--- config.mk ---
export PLATFORM = sky130hd
export DESIGN_NAME = rom_fetch_master_flat
export DESIGN_NICKNAME = d
export VERILOG_FILES = /design/src/rtl/rom_fetch_master_pkg.sv /design/src/rtl/rom_fetch_master_if.sv /design/src/rtl/rom_fetch_master_fetch_fifo.sv /design/src/rtl/rom_fetch_master.sv /design/src/flat_wrapper.sv
export SDC_FILE = /design/constraint.sdc
export NUM_CORES = 1
export LEC_CHECK = 0
export CORE_ASPECT_RATIO = 1.4
export CORE_UTILIZATION = 53
export DETAILED_ROUTE_END_ITERATION = 7
export PLACE_DENSITY = 0.75
export SLEW_MARGIN = 20
export SYNTH_ARGS = -nofsm -noshare
export SYNTH_HDL_FRONTEND = slang
export SYNTH_SLANG_ARGS = --single-unit
--- constraint.sdc ---
create_clock -name clk -period 6.45 [get_ports clk]
set_clock_uncertainty 0.05 [all_clocks]
set_input_delay 0.9675 -clock clk [delete_from_list [all_inputs] [get_ports clk]]
set_output_delay 0.9675 -clock clk [all_outputs]
set_load 0.03 [all_outputs]
--- src/rtl/rom_fetch_master_pkg.sv ---
// Shared constants for the ROM instruction fetch master: FSM encoding,
// fetch stride and default prefetch depth.
package rom_fetch_master_pkg;

    localparam logic [0:0] ST_FETCH = 1'b0;
    localparam logic [0:0] ST_FLUSH = 1'b1;

    localparam int unsigned WORD_STRIDE   = 4;
    localparam int unsigned DEFAULT_DEPTH = 4;

endpackage

--- src/rtl/rom_fetch_master_if.sv ---
// Wishbone instruction-bus bundle between the fetch master and the ROM responder.
interface rom_fetch_master_if #(
    parameter int unsigned ADDR_WIDTH = 15,
    parameter int unsigned DATA_WIDTH = 32
);

    logic [ADDR_WIDTH-1:0] wb_adr_o;
    logic                  wb_stb_o;
    logic [DATA_WIDTH-1:0] wb_dat_i;
    logic                  wb_ack_i;

    modport master (
        output wb_adr_o,
        output wb_stb_o,
        input  wb_dat_i,
        input  wb_ack_i
    );

    modport slave (
        input  wb_adr_o,
        input  wb_stb_o,
        output wb_dat_i,
        output wb_ack_i
    );

endinterface

--- src/rtl/rom_fetch_master_fetch_fifo.sv ---
// DEPTH-entry synchronous FIFO with clear and occupancy count; head reads as 0 when empty.
module fetch_fifo #(
    parameter int unsigned WIDTH = 32,
    parameter int unsigned DEPTH = 4,
    localparam int unsigned PTR_W = $clog2(DEPTH),
    localparam int unsigned CNT_W = PTR_W + 1
) (
    input  logic             clk,
    input  logic             rst,
    input  logic             clear,
    input  logic             push,
    input  logic [WIDTH-1:0] din,
    input  logic             pop,
    output logic [WIDTH-1:0] dout,
    output logic [CNT_W-1:0] count
);

    logic [WIDTH-1:0] mem_q [DEPTH];
    logic [WIDTH-1:0] mem_d [DEPTH];
    logic [PTR_W-1:0] wr_q, wr_d;
    logic [PTR_W-1:0] rd_q, rd_d;
    logic [CNT_W-1:0] cnt_q, cnt_d;
    logic             do_push;
    logic             do_pop;

    always_comb begin
        mem_d   = mem_q;
        wr_d    = wr_q;
        rd_d    = rd_q;
        cnt_d   = cnt_q;
        do_push = push && (cnt_q != CNT_W'(DEPTH));
        do_pop  = pop && (cnt_q != '0);
        if (clear) begin
            wr_d  = '0;
            rd_d  = '0;
            cnt_d = '0;
        end else begin
            if (do_push) begin
                mem_d[wr_q] = din;
                wr_d        = wr_q + PTR_W'(1);
            end
            if (do_pop) begin
                rd_d = rd_q + PTR_W'(1);
            end
            cnt_d = cnt_q + CNT_W'(do_push) - CNT_W'(do_pop);
        end
    end

    always_ff @(posedge clk) begin
        if (rst) begin
            wr_q  <= '0;
            rd_q  <= '0;
            cnt_q <= '0;
        end else begin
            wr_q  <= wr_d;
            rd_q  <= rd_d;
            cnt_q <= cnt_d;
        end
    end

    // Storage needs no reset: the head is masked while the FIFO is empty.
    always_ff @(posedge clk) begin
        mem_q <= mem_d;
    end

    assign dout  = (cnt_q != '0) ? mem_q[rd_q] : '0;
    assign count = cnt_q;

endmodule

--- src/rtl/rom_fetch_master.sv ---
// Wishbone fetch master streaming ROM words into a prefetch FIFO, with redirect flush.
// Define FETCH_STATS_EN to add the stat_stall_cnt consumer-starvation counter port.
module rom_fetch_master
    import rom_fetch_master_pkg::*;
#(
    parameter int unsigned ADDR_WIDTH = 15,
    parameter int unsigned DATA_WIDTH = 32,
    parameter int unsigned DEPTH      = DEFAULT_DEPTH,
    parameter int unsigned RESET_PC   = 0
) (
    input  logic                  clk,
    input  logic                  rst,
    input  logic                  en,
    input  logic                  redirect_valid,
    input  logic [ADDR_WIDTH-1:0] redirect_pc,
    output logic                  instr_valid,
    output logic [DATA_WIDTH-1:0] instr_data,
    output logic [ADDR_WIDTH-1:0] instr_pc,
    input  logic                  instr_ready,
    rom_fetch_master_if.master    wb
`ifdef FETCH_STATS_EN
    ,
    output logic [31:0]           stat_stall_cnt
`endif
);

    localparam int unsigned CNT_W = $clog2(DEPTH) + 1;

    logic [0:0]            state_q, state_d;
    logic [ADDR_WIDTH-1:0] fetch_pc_q, fetch_pc_d;
    logic                  stb_q, stb_d;
    logic [ADDR_WIDTH-1:0] adr_q, adr_d;
    logic [CNT_W-1:0]      outstanding_q, outstanding_d;
    logic [CNT_W-1:0]      discard_cnt_q, discard_cnt_d;

    logic                  ack_ok;
    logic                  issue;
    logic [CNT_W:0]        credit_used;
    logic [CNT_W-1:0]      remaining;
    logic                  fifo_push;
    logic                  tag_pop;
    logic                  instr_pop;
    logic [CNT_W-1:0]      fifo_count;
    logic [ADDR_WIDTH-1:0] tag_head;
    logic [CNT_W-1:0]      tag_cnt_unused;
    logic [ADDR_WIDTH+DATA_WIDTH-1:0] fifo_dout;

    assign instr_pop = instr_valid && instr_ready;

    always_comb begin
        // Outstanding counts the request currently on the bus, so credit covers its ack.
        ack_ok      = wb.wb_ack_i && (outstanding_q != '0);
        credit_used = {1'b0, fifo_count} + {1'b0, outstanding_q};
        issue       = (state_q == ST_FETCH) && en && !redirect_valid
                      && (credit_used < (CNT_W+1)'(DEPTH));
        remaining   = outstanding_q - CNT_W'(ack_ok);

        state_d       = state_q;
        discard_cnt_d = discard_cnt_q;
        fifo_push     = 1'b0;
        tag_pop       = 1'b0;
        outstanding_d = remaining + CNT_W'(issue);
        stb_d         = issue;
        adr_d         = issue ? fetch_pc_q : adr_q;
        fetch_pc_d    = issue ? fetch_pc_q + ADDR_WIDTH'(WORD_STRIDE) : fetch_pc_q;

        if (redirect_valid) begin
            fetch_pc_d    = redirect_pc & ~ADDR_WIDTH'(3);
            discard_cnt_d = remaining;
            state_d       = (remaining != '0) ? ST_FLUSH : ST_FETCH;
        end else if (state_q == ST_FETCH) begin
            fifo_push = ack_ok;
            tag_pop   = ack_ok;
        end else if (ack_ok) begin
            discard_cnt_d = discard_cnt_q - CNT_W'(1);
            if (discard_cnt_q == CNT_W'(1)) begin
                state_d = ST_FETCH;
            end
        end
    end

    always_ff @(posedge clk) begin
        if (rst) begin
            state_q       <= ST_FETCH;
            fetch_pc_q    <= ADDR_WIDTH'(RESET_PC);
            stb_q         <= 1'b0;
            adr_q         <= ADDR_WIDTH'(RESET_PC);
            outstanding_q <= '0;
            discard_cnt_q <= '0;
        end else begin
            state_q       <= state_d;
            fetch_pc_q    <= fetch_pc_d;
            stb_q         <= stb_d;
            adr_q         <= adr_d;
            outstanding_q <= outstanding_d;
            discard_cnt_q <= discard_cnt_d;
        end
    end

    assign wb.wb_stb_o = stb_q;
    assign wb.wb_adr_o = adr_q;

    fetch_fifo #(
        .WIDTH (ADDR_WIDTH),
        .DEPTH (DEPTH)
    ) u_tag_queue (
        .clk   (clk),
        .rst   (rst),
        .clear (redirect_valid),
        .push  (issue),
        .din   (fetch_pc_q),
        .pop   (tag_pop),
        .dout  (tag_head),
        .count (tag_cnt_unused)
    );

    fetch_fifo #(
        .WIDTH (ADDR_WIDTH + DATA_WIDTH),
        .DEPTH (DEPTH)
    ) u_instr_fifo (
        .clk   (clk),
        .rst   (rst),
        .clear (redirect_valid),
        .push  (fifo_push),
        .din   ({tag_head, wb.wb_dat_i}),
        .pop   (instr_pop),
        .dout  (fifo_dout),
        .count (fifo_count)
    );

    assign instr_valid = (fifo_count != '0);
    assign instr_pc    = fifo_dout[ADDR_WIDTH+DATA_WIDTH-1:DATA_WIDTH];
    assign instr_data  = fifo_dout[DATA_WIDTH-1:0];

`ifdef FETCH_STATS_EN
    logic [31:0] stall_cnt_q, stall_cnt_d;

    always_comb begin
        stall_cnt_d = stall_cnt_q;
        if (instr_ready && !instr_valid && (stall_cnt_q != '1)) begin
            stall_cnt_d = stall_cnt_q + 32'd1;
        end
    end

    always_ff @(posedge clk) begin
        if (rst) begin
            stall_cnt_q <= '0;
        end else begin
            stall_cnt_q <= stall_cnt_d;
        end
    end

    assign stat_stall_cnt = stall_cnt_q;
`endif

endmodule
--- src/flat_wrapper.sv ---
// flat-port wrapper written by rule: the top's interface ports become plain ports
module rom_fetch_master_flat import rom_fetch_master_pkg::*;
#(
    parameter int unsigned ADDR_WIDTH = 15,
    parameter int unsigned DATA_WIDTH = 32,
    parameter int unsigned DEPTH      = DEFAULT_DEPTH,
    parameter int unsigned RESET_PC   = 0
)
  (clk, rst, en, redirect_valid, redirect_pc, instr_valid, instr_data, instr_pc, instr_ready, wb_wb_adr_o, wb_wb_stb_o, wb_wb_dat_i, wb_wb_ack_i);
  rom_fetch_master_if #(.ADDR_WIDTH(ADDR_WIDTH), .DATA_WIDTH(DATA_WIDTH)) wb_i ();
  input  logic clk;
  input  logic rst;
  input  logic en;
  input  logic redirect_valid;
  input  logic [ADDR_WIDTH-1:0] redirect_pc;
  output logic instr_valid;
  output logic [DATA_WIDTH-1:0] instr_data;
  output logic [ADDR_WIDTH-1:0] instr_pc;
  input  logic instr_ready;
  output wire logic [$bits(wb_i.wb_adr_o)-1:0] wb_wb_adr_o;
  output wire logic [$bits(wb_i.wb_stb_o)-1:0] wb_wb_stb_o;
  input wire logic [$bits(wb_i.wb_dat_i)-1:0] wb_wb_dat_i;
  input wire logic [$bits(wb_i.wb_ack_i)-1:0] wb_wb_ack_i;
  assign wb_wb_adr_o = wb_i.wb_adr_o;
  assign wb_wb_stb_o = wb_i.wb_stb_o;
  assign wb_i.wb_dat_i = wb_wb_dat_i;
  assign wb_i.wb_ack_i = wb_wb_ack_i;
  rom_fetch_master #(.ADDR_WIDTH(ADDR_WIDTH), .DATA_WIDTH(DATA_WIDTH), .DEPTH(DEPTH), .RESET_PC(RESET_PC)) u_core (.clk(clk), .rst(rst), .en(en), .redirect_valid(redirect_valid), .redirect_pc(redirect_pc), .instr_valid(instr_valid), .instr_data(instr_data), .instr_pc(instr_pc), .instr_ready(instr_ready), .wb(wb_i));
endmodule
==> results of run 1 <==
[kinds of logic (layout without fill, tap and decap cells)]
logic type	after synthesis	count (layout)	synth area share, %
flops	280	280	70.8
simple gates	167	167	7.98
buf+inv	62	192	2.32
mux	60	60	11.8
compound gates	52	52	3.23
fa+ha+maj	23	23	2.70
xor+xnor	14	14	1.09
other cells	1	4	0.0335
[power breakdown]
part | leakage, µW | switching (µW) | total (µW) | internal (µW)
sequential | 0.00251 | 52.3 | 2090 | 2040
clock | 0.000425 | 618 | 1550 | 934
combinational | 0.00144 | 282 | 507 | 225
total | 0.00438 | 952 | 4150 | 3200
[path summary, 6_finish.rpt]
kind	end	slack, ns	cells past startpoint
setup / recovery	instr_pc[11]	2.53	3
hold / removal	u_core.wb.wb_adr_o[10]	0.41	2
setup reg to reg	u_core.u_tag_queue.count[2]	2.94	12
hold reg to reg	u_core.wb.wb_adr_o[10]	0.41	2
[critical path, delay by kind of cell, from the launching register on]
family / cells / cell delay, ns
DFF: 1 / 0.98
buffers and inverters: 1 / 0.62
muxes: 1 / 0.61
and+or+nand+nor: 1 / 0.17
[Yosys cell counts (all sizes together) (4+ instances only)]
cell type  count
a21oi         20
a31oi          8
and2          58
buf           14
clkbuf        23
dfxtp         48
edfxtp       232
ha            21
inv           25
mux4          58
nand2         40
nand3         10
nand4          4
nor2          21
nor2b         15
o211ai         4
o311ai         4
or3            7
xnor2          8
xor2           6
[state kept, by name, indices dropped and copies added, names as in the netlist]
name,flops
u_core.discard_cnt_q,3
u_core.u_instr_fifo.mem_q,180
u_core.u_tag_queue.rd_q,2
u_core.state_q,1
u_core.u_tag_queue.count,3
u_core.fetch_pc_q,13
u_core.u_tag_queue.mem_q,52
u_core.wb.wb_stb_o,1
u_core.u_instr_fifo.rd_q,2
u_core.u_instr_fifo.count,3
u_core.u_instr_fifo.wr_q,2
u_core.outstanding_q,3
u_core.u_tag_queue.wr_q,2
u_core.wb.wb_adr_o,13
[cell type report]
cell class,count,area [µm²],area share (%)
sequential,280,7930,59.1
multi-input combinational,320,3030,22.6
timing repair buffer,119,1170,8.70
clock buffer,33,708,5.27
tap,256,320,2.39
clock inverter,15,173,1.29
inverter,25,93.8,0.699
[per-stage QoR]
step	utilization (%)	hold WS (ns)	instance area (µm²)	setup WS [ns]
floorplan	-	0.408	11200	3.04
detailed placement	60.8	0.402	12500	2.16
CTS	65.1	0.408	13400	2.43
global placement	60.8	0.398	12500	2.38
finish	65.1	0.410	13400	2.53
global route	65.1	0.436	13400	2.33
[routing by layer]
metal	vias to the layer above	part of all wire [%]	GRT usage (%)
met3	25	6.1	2.95
met4	0	1.7	5.64
met2	205	53	34.7
li1	2735	-	-
met1	2959	39	22.6
met5	-	0	0
==> results_dict.tcl, run 1 <==
set metrics [dict create \
    status "finished with violations" \
    violations "design-rule violations" \
    cts_tree "yes" \
    synth_edf_count 232 \
    post-dp-hpwl_um 12600 \
    grt_pass1_wl_um 32300 \
    setup_violations 0 \
    placed_cells 1000 \
    synth_area_per_cell_um2 17.0 \
    power.total_uw 4150 \
    cts_resized 0 \
    cts_hold_buf 0 \
    tns_ns 0 \
    rows 62 \
    synth_top_area_share_pct 62.2 \
    r2r-start "u_core.outstanding_q[2]" \
    ys_seq_area_share_pct 70.8 \
    mostFrequentLayoutCells "edfxtp_1, clkdlybuf4s50_1, mux4_2, and2_1, dfxtp_1" \
    crit_fanout 47 \
    synth_seq_cells 280 \
    die-area_um2 21700 \
    timing.fmax_mhz 255 \
    start_util_pct 54.3 \
    viasPerCell 5.65 \
    insertion_delay_ns 0.52 \
    antenna_found_initial 0 \
    nFillCells 1432 \
    area_growth_pct 19.9 \
    path_clk_slew_ns 0.06 \
    hold_path.class "reg2reg" \
    wl_per_cell_um 19.2 \
    vias 5924 \
    layout.cells.non_filler 1048 \
    tightest_slew_ns 0.974 \
    fin_nets 848 \
    p_leak_uw 0.00438 \
    critical_path_arrival_ns 2.90 \
    final_common_cell "edfxtp_1" \
    cts.sinks 280 \
    cp-start-kind "flop" \
    io_buffers 110 \
    antenna_cells 0 \
    ios 117 \
    grt_usage_pct 18.8 \
    synth_area_um2 11200 \
    fin_crit_sh_pct 60.8 \
    drv_slew 0 \
    rsz0062_at_grt "false" \
    fp.dieW_um 125 \
    endpoint_kind "primary output" \
    grt_overflow 0 \
    peakVddDrop_mv 0.204 \
    root_buffer "clkbuf_16" \
    cpPeakStageDelay_ns 0.98 \
    drc_errors 25 \
    crit_chain "mux4_2 > and2_1 > clkdlybuf4s50_1" \
    place.gp.congestion 0.747 \
    crit_required_ns 5.43 \
    finalHoldViolCount 0 \
    async_flop_share_pct 0 \
    ant_nets 0 \
    drt-initial-drc-count 413 \
    grt_max_degree 49 \
    period_minus_slack_ns 3.92 \
    power.density_nw_per_um2 309 \
    drt_wl_total_um 20100 \
    yosysWarningCount 0 \
    clk_path_buf_depth 3 \
    cts_buffers 26 \
    synth_ff_type "edfxtp_1" \
    postCtsSetupBuffers 0 \
    ys_top_cells_by_area "edfxtp_1, mux4_2, dfxtp_1" \
    cap_violations 0 \
    drive_gt1_share_pct 14.6 \
    postSynthCellCount 659 \
    grt_pass1_vias 6260 \
    dieHeight_um 174 \
    worstHoldStart "u_core.wb.wb_adr_o[10]" \
    crit_type "reg2out" \
    core_um2 20600 \
    relSlewSlack_pct 35.0 \
    yosys.cell_types.count 48 \
    cp_slowest_cell "dfxtp_4" \
    crit_start "u_core.u_instr_fifo.rd_q[0]" \
    synth_area_leader_cell "edfxtp_1" \
    htreeDepth 1 \
    drtPass1Iterations 7 \
]
No activity file was read; power rests on OpenSTA's default activity.
==> run 2: changes to the inputs <==
clock period = 3.7 ns   (was 6.45 ns; I/O delays follow)
==> results_dict.tcl, run 2 (synthesis gave the netlist of run 1 again) <==
set metrics [dict create \
    cts_buffers 25 \
    antenna_cells 0 \
    htreeDepth 1 \
    wl_per_cell_um 19.1 \
    largest_reg_flops 180 \
    reg_top3 "u_core.u_instr_fifo.mem_q x180, u_core.u_tag_queue.mem_q x52" \
    p_sw_share_pct 23.0 \
    crit_start "u_core.u_instr_fifo.count[1]" \
    vias 5967 \
    setup_violations 0 \
    ant_nets 0 \
    core_um2 20600 \
    regMostFlops "u_core.u_instr_fifo.mem_q" \
    postCtsSetupBuffers 0 \
    nFillCells 1387 \
    fp.dieW_um 125 \
    power.density_nw_per_um2 524 \
    grt_pass1_wl_um 33000 \
    dieHeight_um 174 \
    drc_errors 24 \
    crit_required_ns 3.09 \
    relSlewSlack_pct 49.6 \
    p_leak_uw 0.00443 \
    critical_path_arrival_ns 2.70 \
    root_buffer "clkbuf_16" \
    fin_crit_sh_pct 89.4 \
    cp-start-kind "flop" \
    grt_max_degree 46 \
    cts_tree "yes" \
    cts_hold_buf 0 \
    drt-initial-drc-count 409 \
    mostFrequentLayoutCells "edfxtp_1, clkdlybuf4s50_1, mux4_2, and2_1, dfxtp_1" \
    fin_nets 858 \
    pwr-share-clk_pct 35.7 \
    io_buffers 110 \
    endpoint_kind "primary output" \
    status "finished with violations" \
    violations "design-rule violations" \
    start_util_pct 54.3 \
    p_int_uw 5450 \
    peakVddDrop_mv 0.377 \
    p_switching_uw 1630 \
    die-area_um2 21700 \
    r2r_slack_ns 0.70 \
    crit_type "reg2out" \
    comb_power_share_pct 12.9 \
    area_growth_pct 20.7 \
    tns_ns 0 \
    hold_path.class "reg2reg" \
    final_common_cell "edfxtp_1" \
    grt_usage_pct 19.2 \
    cpPeakStageDelay_ns 0.71 \
    drt_wl_total_um 20200 \
    clk_path_buf_depth 3 \
    r2r-start "u_core.u_instr_fifo.count[2]" \
    viasPerCell 5.65 \
    reg2regPathDepth 12 \
    cp-endpoint "instr_pc[12]" \
    drtPass1Iterations 7 \
    finalHoldViolCount 0 \
    rsz0062_at_grt "false" \
    antenna_found_initial 0 \
    path_clk_slew_ns 0.06 \
    place.gp.congestion 0.808 \
    tightest_slew_ns 0.756 \
    crit_chain "or3_1 > buf_4 > and2_1 > clkdlybuf4s50_1" \
    insertion_delay_ns 0.50 \
    cp_slowest_cell "clkdlybuf4s50_1" \
    cts_resized 0 \
    regToRegEndpoint "u_core.u_tag_queue.count[2]" \
    power_frac_seq_pct 51.4 \
    drv_slew 0 \
    period_minus_slack_ns 3.31 \
    timing.fmax_mhz 302 \
    crit_fanout 24 \
    drive_gt1_share_pct 15.5 \
    grt_pass1_vias 6490 \
    rows 62 \
    grt_overflow 0 \
    ios 117 \
    cap_violations 0 \
    final_core_util_pct 65.5 \
    post-dp-hpwl_um 13000 \
    cts.sinks 280 \
]
## run 2: changes by cell type in the layout (fill, tap and decap cells not counted)
| cell | previous run | this run |
|---|---|---|
| clkbuf_16 | 27 | 26 |
| clkbuf_8 | 1 | 3 |
| buf_12 | 0 | 6 |
| dfxtp_2 | 1 | 2 |
| nor3_2 | 1 | 0 |
| clkinv_4 | 0 | 1 |
| clkinvlp_2 | 2 | 0 |
| dfxtp_1 | 46 | 45 |
| clkinv_2 | 4 | 3 |
| bufinv_16 | 4 | 2 |
| nor3_1 | 1 | 2 |
| buf_4 | 9 | 14 |
## run 2: metrics by stage
stage	power, µW	cell area (µm²)	instances	hold WS, ns	worst slack [ns]
6_report	7080	13500	1056	0.412	0.391
5_1_grt	7340	13500	1056	0.435	0.242
4_1_cts	7140	13500	1056	0.412	0.324
3_5_place_dp	4630	12700	1011	0.400	0.335
3_3_place_gp	4590	12700	1011	0.398	0.432
2_1_floorplan	4260	11200	662	0.408	0.608
## run 2: per-layer routing
metal	routed length, µm	global-route usage, %	vias up
met3	910	2.62	20
met4	333	5.18	0
met5	0	0	-
met1	7840	22.4	3024
li1	-	-	2755
met2	11100	36.6	168
## run 2: power groups by stage
stage	Combinational, µW	Sequential [µW]	Clock (µW)
after global placement	894	3690	0
after detailed placement	921	3710	0
final	916	3640	2530
after global routing	991	3650	2700
after CTS	927	3640	2580
after floorplan	570	3690	0
## run 2: worst min-delay path by stage
stage	end	depth (start not counted)	slack, ns	start
6_report	u_core.wb.wb_adr_o[12]	2	0.41	u_core.wb.wb_adr_o[12]
5_1_grt	u_core.wb.wb_adr_o[2]	2	0.44	u_core.wb.wb_adr_o[2]
4_1_cts	u_core.wb.wb_adr_o[12]	2	0.41	u_core.wb.wb_adr_o[12]
3_5_place_dp	u_core.wb.wb_adr_o[12]	2	0.40	u_core.wb.wb_adr_o[12]
3_3_place_gp	u_core.wb.wb_adr_o[2]	2	0.40	u_core.wb.wb_adr_o[2]
2_1_floorplan	u_core.u_tag_queue.mem_q[19]	0	0.41	u_core.fetch_pc_q[4]
## run 2: layout make-up
type,count,area [µm²],share of cell area (%)
repair buffers,130,1330,9.81
clock buffers,34,711,5.26
clock inverters,11,106,0.787
well taps,256,320,2.37
inverters,25,93.8,0.694
flip-flops and latches,280,7930,58.7
multi-input cells,320,3030,22.4
## run 2: worst max-delay path, delay by kind of cell (launching register included)
| kind | cells | cell delay, ns |
|---|---|---|
| and+or+nand+nor | 2 | 0.69 |
| buffers and inverters | 2 | 1.06 |
| DFF | 1 | 0.44 |
==> run 3: changes to the inputs <==
ABC_AREA = 1   (was not set)
==> results_dict.tcl, run 3 <==
set metrics [dict create \
    worstHoldStart "u_core.discard_cnt_q[1]" \
    setup_violations 0 \
    insertion_delay_ns 0.52 \
    path_buf_inv 2 \
    synth_area_um2 11600 \
    rows 63 \
    cp-start-kind "flop" \
    synth_top_area_share_pct 59.8 \
    antenna_found_initial 0 \
    crit_required_ns 3.09 \
    endpoint_kind "primary output" \
    period_minus_slack_ns 3.35 \
    yosysWarningCount 0 \
    r2r-start "u_core.u_instr_fifo.count[2]" \
    synth_area_per_cell_um2 10.9 \
    clk_path_buf_depth 3 \
    fin_crit_sh_pct 90.6 \
    crit_fanout 57 \
    drt-initial-drc-count 572 \
    yosys.cell_types.count 30 \
    grt_usage_pct 20.5 \
    synth_ff_type "edfxtp_1" \
    postSynthCellCount 1072 \
    drt_wl_total_um 23000 \
    crit_chain "buf_4 > nor2_1 > nor2_1 > o21ai_0 > a21oi_1 > clkdlybuf4s50_1" \
    relSlewSlack_pct 51.9 \
    hold_depth 2 \
    regToRegEndpoint "u_core.u_tag_queue.count[2]" \
    crit_type "reg2out" \
    cts_resized 0 \
    cts_hold_buf 0 \
    wl_per_cell_um 15.4 \
    synth_seq_cells 280 \
    cts.sinks 280 \
    cpPeakStageDelay_ns 0.72 \
    peakVddDrop_mv 0.447 \
    rsz0062_at_grt "false" \
    grt_overflow 0 \
    drtPass1Iterations 5 \
    timing.fmax_mhz 298 \
    ant_nets 0 \
    cp_slowest_cell "clkdlybuf4s50_1" \
    area_growth_pct 19.6 \
    place.gp.congestion 0.836 \
    path_clk_slew_ns 0.07 \
    dieHeight_um 177 \
    ys_seq_area_share_pct 68.1 \
    critPathMostFrequentCell "nor2_1" \
    async_flop_share_pct 0 \
    grt_pass1_wl_um 36500 \
    cap_violations 0 \
    start_util_pct 54.5 \
    p_leak_uw 0.00502 \
    die-area_um2 22600 \
    final_common_cell "nor2_1" \
    drc_errors 0 \
    drive_gt1_share_pct 7.01 \
    mostFrequentLayoutCells "nor2_1, edfxtp_1, o21ai_0, clkdlybuf4s50_1, nand2_1" \
    ys_top_cells_by_area "edfxtp_1, nor2_1, dfxtp_1" \
    regMostFlops "u_core.u_instr_fifo.mem_q" \
    power.density_nw_per_um2 552 \
    core_um2 21400 \
    yosysMostFrequentCell "nor2_1" \
    root_buffer "clkbuf_16" \
    reg2regPathDepth 12 \
    fp.dieW_um 127 \
    postCtsSetupBuffers 0 \
    grt_max_degree 65 \
    crit_family "buffers and inverters" \
    ys_top_cells_by_count "nor2_1, edfxtp_1, o21ai_0" \
    finalHoldViolCount 0 \
    cts_tree "yes" \
    largest_reg_flops 180 \
    post-dp-hpwl_um 13400 \
    antenna_cells 0 \
    hold_path.class "reg2reg" \
    tns_ns 0 \
    io_buffers 110 \
    grt_pass1_vias 7467 \
    ios 117 \
    synth_edf_count 232 \
    tightest_slew_ns 0.721 \
    htreeDepth 1 \
    power.total_uw 7690 \
    critical_path_arrival_ns 2.75 \
    viasPerCell 5.19 \
    cts_buffers 26 \
    status "finished, final reports clean" \
    reg_top3 "u_core.u_instr_fifo.mem_q x180, u_core.u_tag_queue.mem_q x52" \
    drv_slew 0 \
    vias 7735 \
    fin_nets 1256 \
    synth_area_leader_cell "edfxtp_1" \
    r2r_slack_ns 1.10 \
    worstHoldEndpoint "u_core.discard_cnt_q[1]" \
]
run 3: cell type report:
cell class	count	area, µm²
flip-flops and latches	280	7930
fillers	1587	7440
multi-input cells	671	3210
repair buffers	134	1310
clock buffers	33	718
well taps	292	365
inverters	67	251
clock inverters	14	148
run 3: worst max-delay path by stage:
stage / startpoint / to / slack [ns] / cells after the start
final: u_core.u_instr_fifo.rd_q[0] / instr_pc[2] / 0.35 / 6
after detailed placement: redirect_valid / u_core.u_instr_fifo.count[2] / 0.56 / 12
after CTS: u_core.u_instr_fifo.rd_q[0] / instr_pc[2] / 0.34 / 6
after global routing: u_core.u_instr_fifo.rd_q[0] / instr_pc[2] / 0.25 / 6
after global placement: redirect_valid / u_core.u_instr_fifo.count[2] / 0.64 / 12
after floorplan: wb_wb_ack_i / u_core.u_instr_fifo.mem_q[0] / 0.20 / 5
run 3: routing by layer:
metal | share of wire (%) | track usage (%)
met5 | 0 | 0
met4 | 2.3 | 7.24
met3 | 4.9 | 2.74
met2 | 51 | 37.0
met1 | 42 | 25.3
run 3: logic make-up (layout without fill, tap and decap cells):
logic type                 Yosys count  after routing  share of synthesized area, %
AOI/OAI and AO/OA                  224            224                          9.81
DFF                                280            280                          68.1
and+or+nand+nor                    412            412                          14.1
xor gates and xnor gates             8              8                         0.602
buffers and inverters              124            248                          4.76
other                                1              4                        0.0322
adders and majority gates           23             23                          2.60
run 3: worst reg2reg max path, delay by kind of cell, from the launching register on:
kind | cells | cell delay (ns)
AO/OA/AOI/OAI | 1 | 0.11
buffers and inverters | 2 | 0.09
adder cells (fa/ha/maj) | 4 | 1.09
flip-flops | 1 | 0.40
AND/OR/NAND/NOR | 5 | 0.77
run 3: report_power, final:
| part | internal (µW) | leakage (µW) | switching (µW) | total, µW |
|---|---|---|---|---|
| clock network | 1580 | 0.000425 | 1090 | 2670 |
| registers | 3640 | 0.00251 | 96.1 | 3730 |
| logic | 466 | 0.00208 | 820 | 1290 |
| total | 5680 | 0.00502 | 2010 | 7690 |
run 3: stage by stage:
| step | setup WS, ns | utilization, % | cells | cell area, µm² | hold WS, ns |
|---|---|---|---|---|---|
| 2_1_floorplan | 0.196 | - | 1075 | 11700 | 0.424 |
| 3_3_place_gp | 0.640 | 61.1 | 1444 | 13100 | 0.442 |
| 3_5_place_dp | 0.562 | 61.1 | 1444 | 13100 | 0.437 |
| 4_1_cts | 0.342 | 65.2 | 1491 | 13900 | 0.467 |
| 5_1_grt | 0.247 | 65.2 | 1491 | 13900 | 0.483 |
| 6_report | 0.349 | 65.2 | 1491 | 13900 | 0.468 |
